File: config.mk
export PLATFORM = sky130hd
export DESIGN_NAME = if_stage
export DESIGN_NICKNAME = d
export VERILOG_FILES = /design/src/rtl/if_stage.sv
export SDC_FILE = /design/constraint.sdc
export NUM_CORES = 1
export LEC_CHECK = 0
export BUFFER_PORTS_ARGS = -buffer_cell sky130_fd_sc_hd__buf_2
export CORE_MARGIN = 2
export CORE_UTILIZATION = 50
export DETAILED_ROUTE_END_ITERATION = 10
export GPL_ROUTABILITY_DRIVEN = 0
export PLACE_DENSITY = 0.77
export SYNTH_ARGS = -nofsm -noshare
export SYNTH_HDL_FRONTEND = slang
export SYNTH_SLANG_ARGS = --single-unit
export TNS_END_PERCENT = 30
File: constraint.sdc
create_clock -name clk -period 5.2 [get_ports clk]
set_input_delay 1.56 -clock clk [delete_from_list [all_inputs] [get_ports clk]]
set_output_delay 1.56 -clock clk [all_outputs]
set_load 0.02 [all_outputs]
File: src/rtl/if_stage.sv
// Instruction fetch stage: sequential PC, one-cycle memory interface, 2-entry {pc,inst} buffer to ID.
// Optional IF_MISALIGN_TRAP_EN: misaligned redirects raise fetch_misalign_o and halt fetch.
module if_stage #(
  parameter logic [31:0] RESET_PC = 32'h4000_0000
) (
  input  logic        clk,
  input  logic        rst,
  output logic        imem_en_o,
  output logic [31:0] imem_addr_o,
  input  logic [31:0] imem_data_i,
  input  logic        redirect_i,
  input  logic [31:0] redirect_addr_i,
  input  logic        id_ready_i,
  output logic        inst_valid_o,
  output logic [31:0] inst_o,
  output logic [31:0] pc_data_o,
  output logic        fetch_misalign_o
);

  localparam logic [31:0] NOP = 32'h0000_0013;

  logic [31:0] pc_q, pc_d;
  logic [1:0]  count_q, count_d;
  logic        inflight_q, inflight_d;
  logic        misalign_q, misalign_d;
  logic [31:0] req_pc_q, req_pc_d;
  logic [31:0] fpc_q [2];
  logic [31:0] fpc_d [2];
  logic [31:0] finst_q [2];
  logic [31:0] finst_d [2];

  logic [31:0] tgt;
  logic        tgt_bad;
  logic        deq, enq, issue;
  logic [2:0]  occupancy;
  logic [1:0]  wr_idx;
  logic [31:0] addr;

  always_comb begin
`ifdef IF_MISALIGN_TRAP_EN
    tgt     = redirect_addr_i;
    tgt_bad = |redirect_addr_i[1:0];
`else
    tgt     = {redirect_addr_i[31:2], 2'b00};
    tgt_bad = 1'b0;
`endif
    deq       = (count_q != 2'd0) && id_ready_i;
    enq       = inflight_q && !redirect_i;
    occupancy = {1'b0, count_q} + {2'b00, inflight_q} - {2'b00, deq};

    // Redirect overrides everything: flush, drop the arriving response, fetch target now.
    if (redirect_i) begin
      issue = !tgt_bad;
      addr  = tgt;
    end else begin
      issue = !misalign_q && (occupancy < 3'd2);
      addr  = pc_q;
    end

    pc_d       = redirect_i ? tgt + 32'd4 : (issue ? pc_q + 32'd4 : pc_q);
    inflight_d = issue;
    req_pc_d   = addr;
    misalign_d = redirect_i ? tgt_bad : misalign_q;

    fpc_d   = fpc_q;
    finst_d = finst_q;
    wr_idx  = count_q - {1'b0, deq};
    if (deq) begin
      fpc_d[0]   = fpc_q[1];
      finst_d[0] = finst_q[1];
    end
    if (enq) begin
      fpc_d[wr_idx[0]]   = req_pc_q;
      finst_d[wr_idx[0]] = imem_data_i;
    end

    if (redirect_i) count_d = 2'd0;
    else            count_d = count_q - {1'b0, deq} + {1'b0, enq};
  end

  always_ff @(posedge clk or posedge rst) begin
    if (rst) begin
      pc_q       <= RESET_PC;
      count_q    <= 2'd0;
      inflight_q <= 1'b0;
      misalign_q <= 1'b0;
    end else begin
      pc_q       <= pc_d;
      count_q    <= count_d;
      inflight_q <= inflight_d;
      misalign_q <= misalign_d;
    end
  end

  // Payload storage carries no reset; validity is tracked by count_q/inflight_q alone.
  always_ff @(posedge clk) begin
    req_pc_q <= req_pc_d;
    fpc_q    <= fpc_d;
    finst_q  <= finst_d;
  end

  assign imem_en_o        = issue && !rst;
  assign imem_addr_o      = addr;
  assign inst_valid_o     = (count_q != 2'd0);
  assign inst_o           = inst_valid_o ? finst_q[0] : NOP;
  assign pc_data_o        = inst_valid_o ? fpc_q[0] : 32'd0;
  assign fetch_misalign_o = misalign_q;

endmodule

==> flow_metrics.py, run 1 <==
metrics = {
    "placement": {
        "numPortBuffers": 161,
        "hpwl_microns": 11700,
        "pre_cts_slack_ns": 0.704,
    },
    "detailed_routing": {
        "wl_per_cell_microns": 15.7,
        "via_per_inst": 5.27,
        "drt-initial-drc-count": 329,
        "vias": 5941,
        "drt-total-wl_microns": 17700,
        "drc_errors": 0,
        "drtAntennaViolNets": 0,
        "drtPass1Iterations": 5,
    },
    "synthesis": {
        "ys_seq_area_frac": 0.563,
        "synthDominantCellAreaShare": 0.234,
        "synth-seq-cells": 191,
        "synth_common_cells": "102 x nand2_1, 94 x dfxtp_1, 72 x mux2i_1",
        "synth_top_area_cell": "edfxtp_1",
        "ys_warn_count": 0,
        "yosysMostFrequentCell": "nand2_1",
        "postSynthAreaPerCell_sq_um": 10.9,
        "async_reset_ff_frac": 0.173,
        "postSynthCellCount": 755,
        "synth_edf_count": 64,
        "synth_area_leaders": "edfxtp_1 23%, dfxtp_1 23%, dfrtp_1 9.7%",
        "ys.flop_type": "dfxtp_1",
        "synth_cell_types": 61,
        "syn_area_sq_um": 8220,
    },
    "hold_path": {
        "hold_path.class": "flop to flop",
    },
    "critical_path": {
        "start_kind": "primary input",
        "path_cells": "buf_2 > buf_4 > mux2i_1 > inv_1 > buf_2",
        "cp.arrival_ns": 2.95,
        "cp.required_ns": 3.64,
        "critical_path.max_stage_delay_ns": 0.40,
        "cp_slowest_cell": "mux2i_1",
        "crit_path_end_kind": "primary output",
        "crit_buf_inv": 4,
        "critical_path.max_fanout": 24,
        "crit_type": "primary input to primary output",
        "crit_family": "buffers and inverters",
        "crit_path_frequent_cell": "buf_2",
    },
    "timing": {
        "fin_setup_tns_ns": 0,
        "rsz0062_at_grt": "false",
        "layout_setup_ws_ns": 0.686,
        "setup_violations": 0,
        "post-route-period-util": 0.868,
        "period_needed_ns": 4.51,
        "final.setup_skew_ns": 0.00670,
        "tightest_slew_ns": 1.14,
        "fmax_mhz": 222,
        "hold_violations": 0,
        "slew_violations": 0,
        "slew-limit-headroom": 0.238,
    },
    "clock_network": {
        "worstSkewPairLatency_ns": 0.43,
        "cts_resized": 0,
        "cts_sinks": 191,
        "path_clk_slew_ns": 0.07,
        "cts-buffers-inserted": 17,
        "cts_setup_buffers": 0,
        "cts-hold-fix-buffers": 0,
        "ctsRootBufferMaster": "clkbuf_16",
        "cts_tree": "built",
        "h-tree-depth": 4,
        "clk_path_buf_depth": 2,
    },
    "die": {
        "ios": 167,
        "coreArea_sq_um": 16000,
        "die_area_sq_um": 17500,
        "die_x_microns": 132,
        "start_util": 0.514,
        "row_count": 46,
        "die_h_microns": 132,
    },
    "grt": {
        "grt.total_usage": 0.204,
        "grt_max_degree": 67,
        "first_global_vias": 5612,
        "grt_pass1_wl_microns": 28700,
        "overflow": 0,
        "antenna_found_initial": 0,
    },
    "final_layout": {
        "layout-drive-gt1-share": 0.254,
        "fill_cells": 1351,
        "nets": 970,
        "n_antenna_cell": 0,
        "area_growth_pct": 19.2,
    },
    "job": {
        "drv_cap": 0,
    },
    "power_and_ir_drop": {
        "p_per_area_nw_per_um2": 445,
        "leakage_nw": 4.45,
        "ir_drop_uv": 257,
        "total_power_w": 0.00436,
    },
    "outcome": {
        "status": "finished, final reports clean",
    },
}
## logic make-up (layout without fill, tap and decap cells)
logic type,count (synthesis),after routing,synth area share
AOI/OAI and AO/OA,131,131,0.0936
xor gates and xnor gates,18,18,0.0192
adders and majority gates,3,3,0.00548
buffers and inverters,60,215,0.0362
DFF,191,191,0.563
muxes,93,93,0.116
other,1,3,0.000456
and+or+nand+nor,258,258,0.165
## cell usage in the layout (no fill, tap or decap), types with 6 or more instances in the layout
| cell | synthesis | layout |
|---|---|---|
| nor2_1 | 20 | 20 |
| nand2_1 | 102 | 101 |
| nand4_1 | 9 | 9 |
| mux2i_1 | 72 | 72 |
| dfrtp_1 | 32 | 32 |
| xnor2_1 | 8 | 8 |
| buf_2 | 8 | 161 |
| edfxtp_1 | 64 | 64 |
| clkbuf_16 | 0 | 20 |
| mux2_2 | 21 | 21 |
| inv_1 | 13 | 12 |
| dfxtp_1 | 94 | 94 |
| a21oi_1 | 23 | 22 |
| o21ai_0 | 71 | 71 |
| and2_1 | 65 | 64 |
| nand3b_1 | 10 | 10 |
| buf_4 | 3 | 6 |
| o31ai_1 | 11 | 11 |
| xor2_1 | 10 | 10 |
| nand3_1 | 16 | 16 |
## layout make-up
type                    count  area [sq um]  area share
flip-flops and latches    191          4630       0.473
clock buffers              23           532      0.0543
repair buffers            170           911      0.0930
clock inverters             9          90.1     0.00920
well taps                 216           270      0.0276
multi-input cells         506          3310       0.338
inverters                  13          48.8     0.00498
## worst paths after layout
path | cells past startpoint | slack [ns] | to | startpoint
worst max-delay path | 5 | 0.69 | imem_addr_o[18] | redirect_i
min in group asynchronous | 3 | 1.22 | pc_q[10] | rst
worst min-delay path | 0 | 0.43 | flop | req_pc_q[11]
worst min register to register | 0 | 0.43 | flop | req_pc_q[11]
max in group asynchronous | 3 | 3.63 | pc_q[30] | rst
worst max register to register | 10 | 2.12 | pc_q[23] | count_q[1]
## metal layers
layer,up-vias,share of wire,track usage
li1,2948,-,-
met1,2801,0.48,0.295
met2,172,0.45,0.317
met3,20,0.052,0.0338
met4,0,0.014,0.0645
met5,-,0,0
## stage by stage
stage	utilization	instances	instance area [sq um]	hold WS, ns
2_1_floorplan	-	757	8230	0.408
3_3_place_gp	0.573	1096	9170	0.410
3_5_place_dp	0.573	1096	9170	0.413
4_1_cts	0.612	1128	9800	0.431
5_1_grt	0.612	1128	9800	0.443
6_report	0.612	1128	9800	0.433
## power breakdown
group	internal (W)	switching [W]
clock	0.000776	0.000565
sequential	0.00186	0.000169
combinational	0.000386	0.000598
total	0.00302	0.00133
Power figures use the tool's default switching activity.
==> run 2: changes to the inputs <==
- RECOVER_POWER: unset -> 50
==> flow_metrics.py, run 2 (synthesized netlist as in run 1, its figures left out) <==
metrics = {
    "die": {
        "die_area_sq_um": 17500,
        "row_count": 46,
        "coreArea_sq_um": 16000,
        "die_h_microns": 132,
        "ios": 167,
        "start_util": 0.514,
        "die_x_microns": 132,
    },
    "timing": {
        "slew_violations": 95,
        "tightest_slew_ns": 1.89,
        "final.setup_skew_ns": 0.00645,
        "fmax_mhz": 215,
        "slew-limit-headroom": -0.261,
        "fin_setup_tns_ns": 0,
        "setup_violations": 0,
        "rsz0062_at_grt": "false",
        "period_needed_ns": 4.64,
        "post-route-period-util": 0.893,
        "hold_violations": 0,
    },
    "hold_path": {
        "hold_path.class": "flop to flop",
    },
    "final_layout": {
        "mostFrequentLayoutCell": "buf_2",
        "final_core_util": 0.609,
        "layout-drive-gt1-share": 0.201,
        "fill_cells": 1367,
        "n_antenna_cell": 0,
        "final_cell_mix": "135 x buf_2, 101 x nand2_1, 94 x dfxtp_1, 72 x mux2i_1, 71 x o21ai_0",
        "nets": 970,
        "area_growth_pct": 18.7,
    },
    "placement": {
        "numPortBuffers": 161,
        "hpwl_microns": 11700,
    },
    "grt": {
        "grt.total_usage": 0.204,
        "grt_pass1_wl_microns": 28700,
        "antenna_found_initial": 0,
        "grt_max_degree": 67,
        "overflow": 0,
        "first_global_vias": 5612,
    },
    "clock_network": {
        "cts_sinks": 191,
        "ctsRootBufferMaster": "clkbuf_16",
        "path_clk_slew_ns": 0.07,
        "cts-hold-fix-buffers": 0,
        "h-tree-depth": 4,
        "cts_setup_buffers": 0,
        "clk_path_buf_depth": 2,
        "cts_resized": 0,
        "cts_tree": "built",
        "worstSkewPairLatency_ns": 0.42,
        "cts-buffers-inserted": 17,
    },
    "detailed_routing": {
        "drt-initial-drc-count": 366,
        "drc_errors": 0,
        "via_per_inst": 5.28,
        "drt-total-wl_microns": 17600,
        "wl_per_cell_microns": 15.6,
        "vias": 5956,
        "drtPass1Iterations": 7,
        "drtAntennaViolNets": 0,
    },
    "critical_path": {
        "crit_type": "primary input to primary output",
        "cp.arrival_ns": 3.08,
        "crit_path_end_kind": "primary output",
        "start_kind": "primary input",
        "cp.required_ns": 3.64,
        "critical_path.max_fanout": 4,
    },
    "outcome": {
        "violations": "capacitance limit, slew limit",
        "status": "finished, violations left",
    },
    "power_and_ir_drop": {
        "p_per_area_nw_per_um2": 445,
        "leakage_nw": 4.38,
        "ir_drop_uv": 256,
    },
    "job": {
        "drv_cap": 2,
    },
}
run 2: cell types whose count changed in the layout (fill, tap and decap cells not counted), moves of 2 or more:
cell / change
and2_0: +2
buf_2: -26
clkbuf_1: +27
mux2_1: +19
mux2_2: -19
run 2: per-stage QoR:
step | instances | setup slack (ns) | hold slack (ns) | total power (W) | area, sq um
global route | 1128 | 0.427 | 0.443 | 0.00458 | 9750
floorplan | 757 | 0.0300 | 0.408 | 0.00273 | 8230
global placement | 1096 | 0.722 | 0.410 | 0.00302 | 9170
CTS | 1128 | 0.697 | 0.431 | 0.00438 | 9800
finish | 1128 | 0.558 | 0.434 | 0.00434 | 9750
detailed placement | 1096 | 0.704 | 0.413 | 0.00305 | 9170
run 2: path summary, 6_finish.rpt:
path	startpoint	slack (ns)	cells past startpoint	to
worst max-delay path	id_ready_i	0.56	8	imem_en_o
min in group asynchronous	rst	1.80	3	pc_q[10]
max in group asynchronous	rst	2.31	3	count_q[0]
worst max register to register	count_q[1]	2.03	10	pc_q[23]
worst min register to register	req_pc_q[24]	0.43	0	flop
worst min-delay path	req_pc_q[24]	0.43	0	flop
run 2: power breakdown:
part           internal (W)  total [W]  switching [W]
logic              0.000374   0.000970       0.000596
clock network      0.000776    0.00134       0.000562
registers           0.00186    0.00203       0.000169
run 2: routing by layer:
metal | global-route usage | share of wire | routed length, microns
met1 | 0.295 | 0.48 | 8490
met2 | 0.317 | 0.45 | 7990
met3 | 0.0338 | 0.051 | 897
met4 | 0.0645 | 0.014 | 247
met5 | 0 | 0 | 0
run 2: layout make-up:
cell class	count	area (sq um)	area share
Multi-Input combinational cell	506	3300	0.339
Inverter	13	48.8	0.00500
Tap cell	216	270	0.0277
Sequential cell	191	4630	0.475
Timing Repair Buffer	170	875	0.0897
Clock buffer	23	532	0.0545
Clock inverter	9	90.1	0.00924
run 2: worst max-delay path: stages:
cell and delay (ns):
clkbuf_1 0.21, xor2_1 0.18, nand2_1 0.08, fa_1 0.37, xnor2_1 0.13, a21oi_1 0.32, nor2_1 0.06, buf_2 0.16
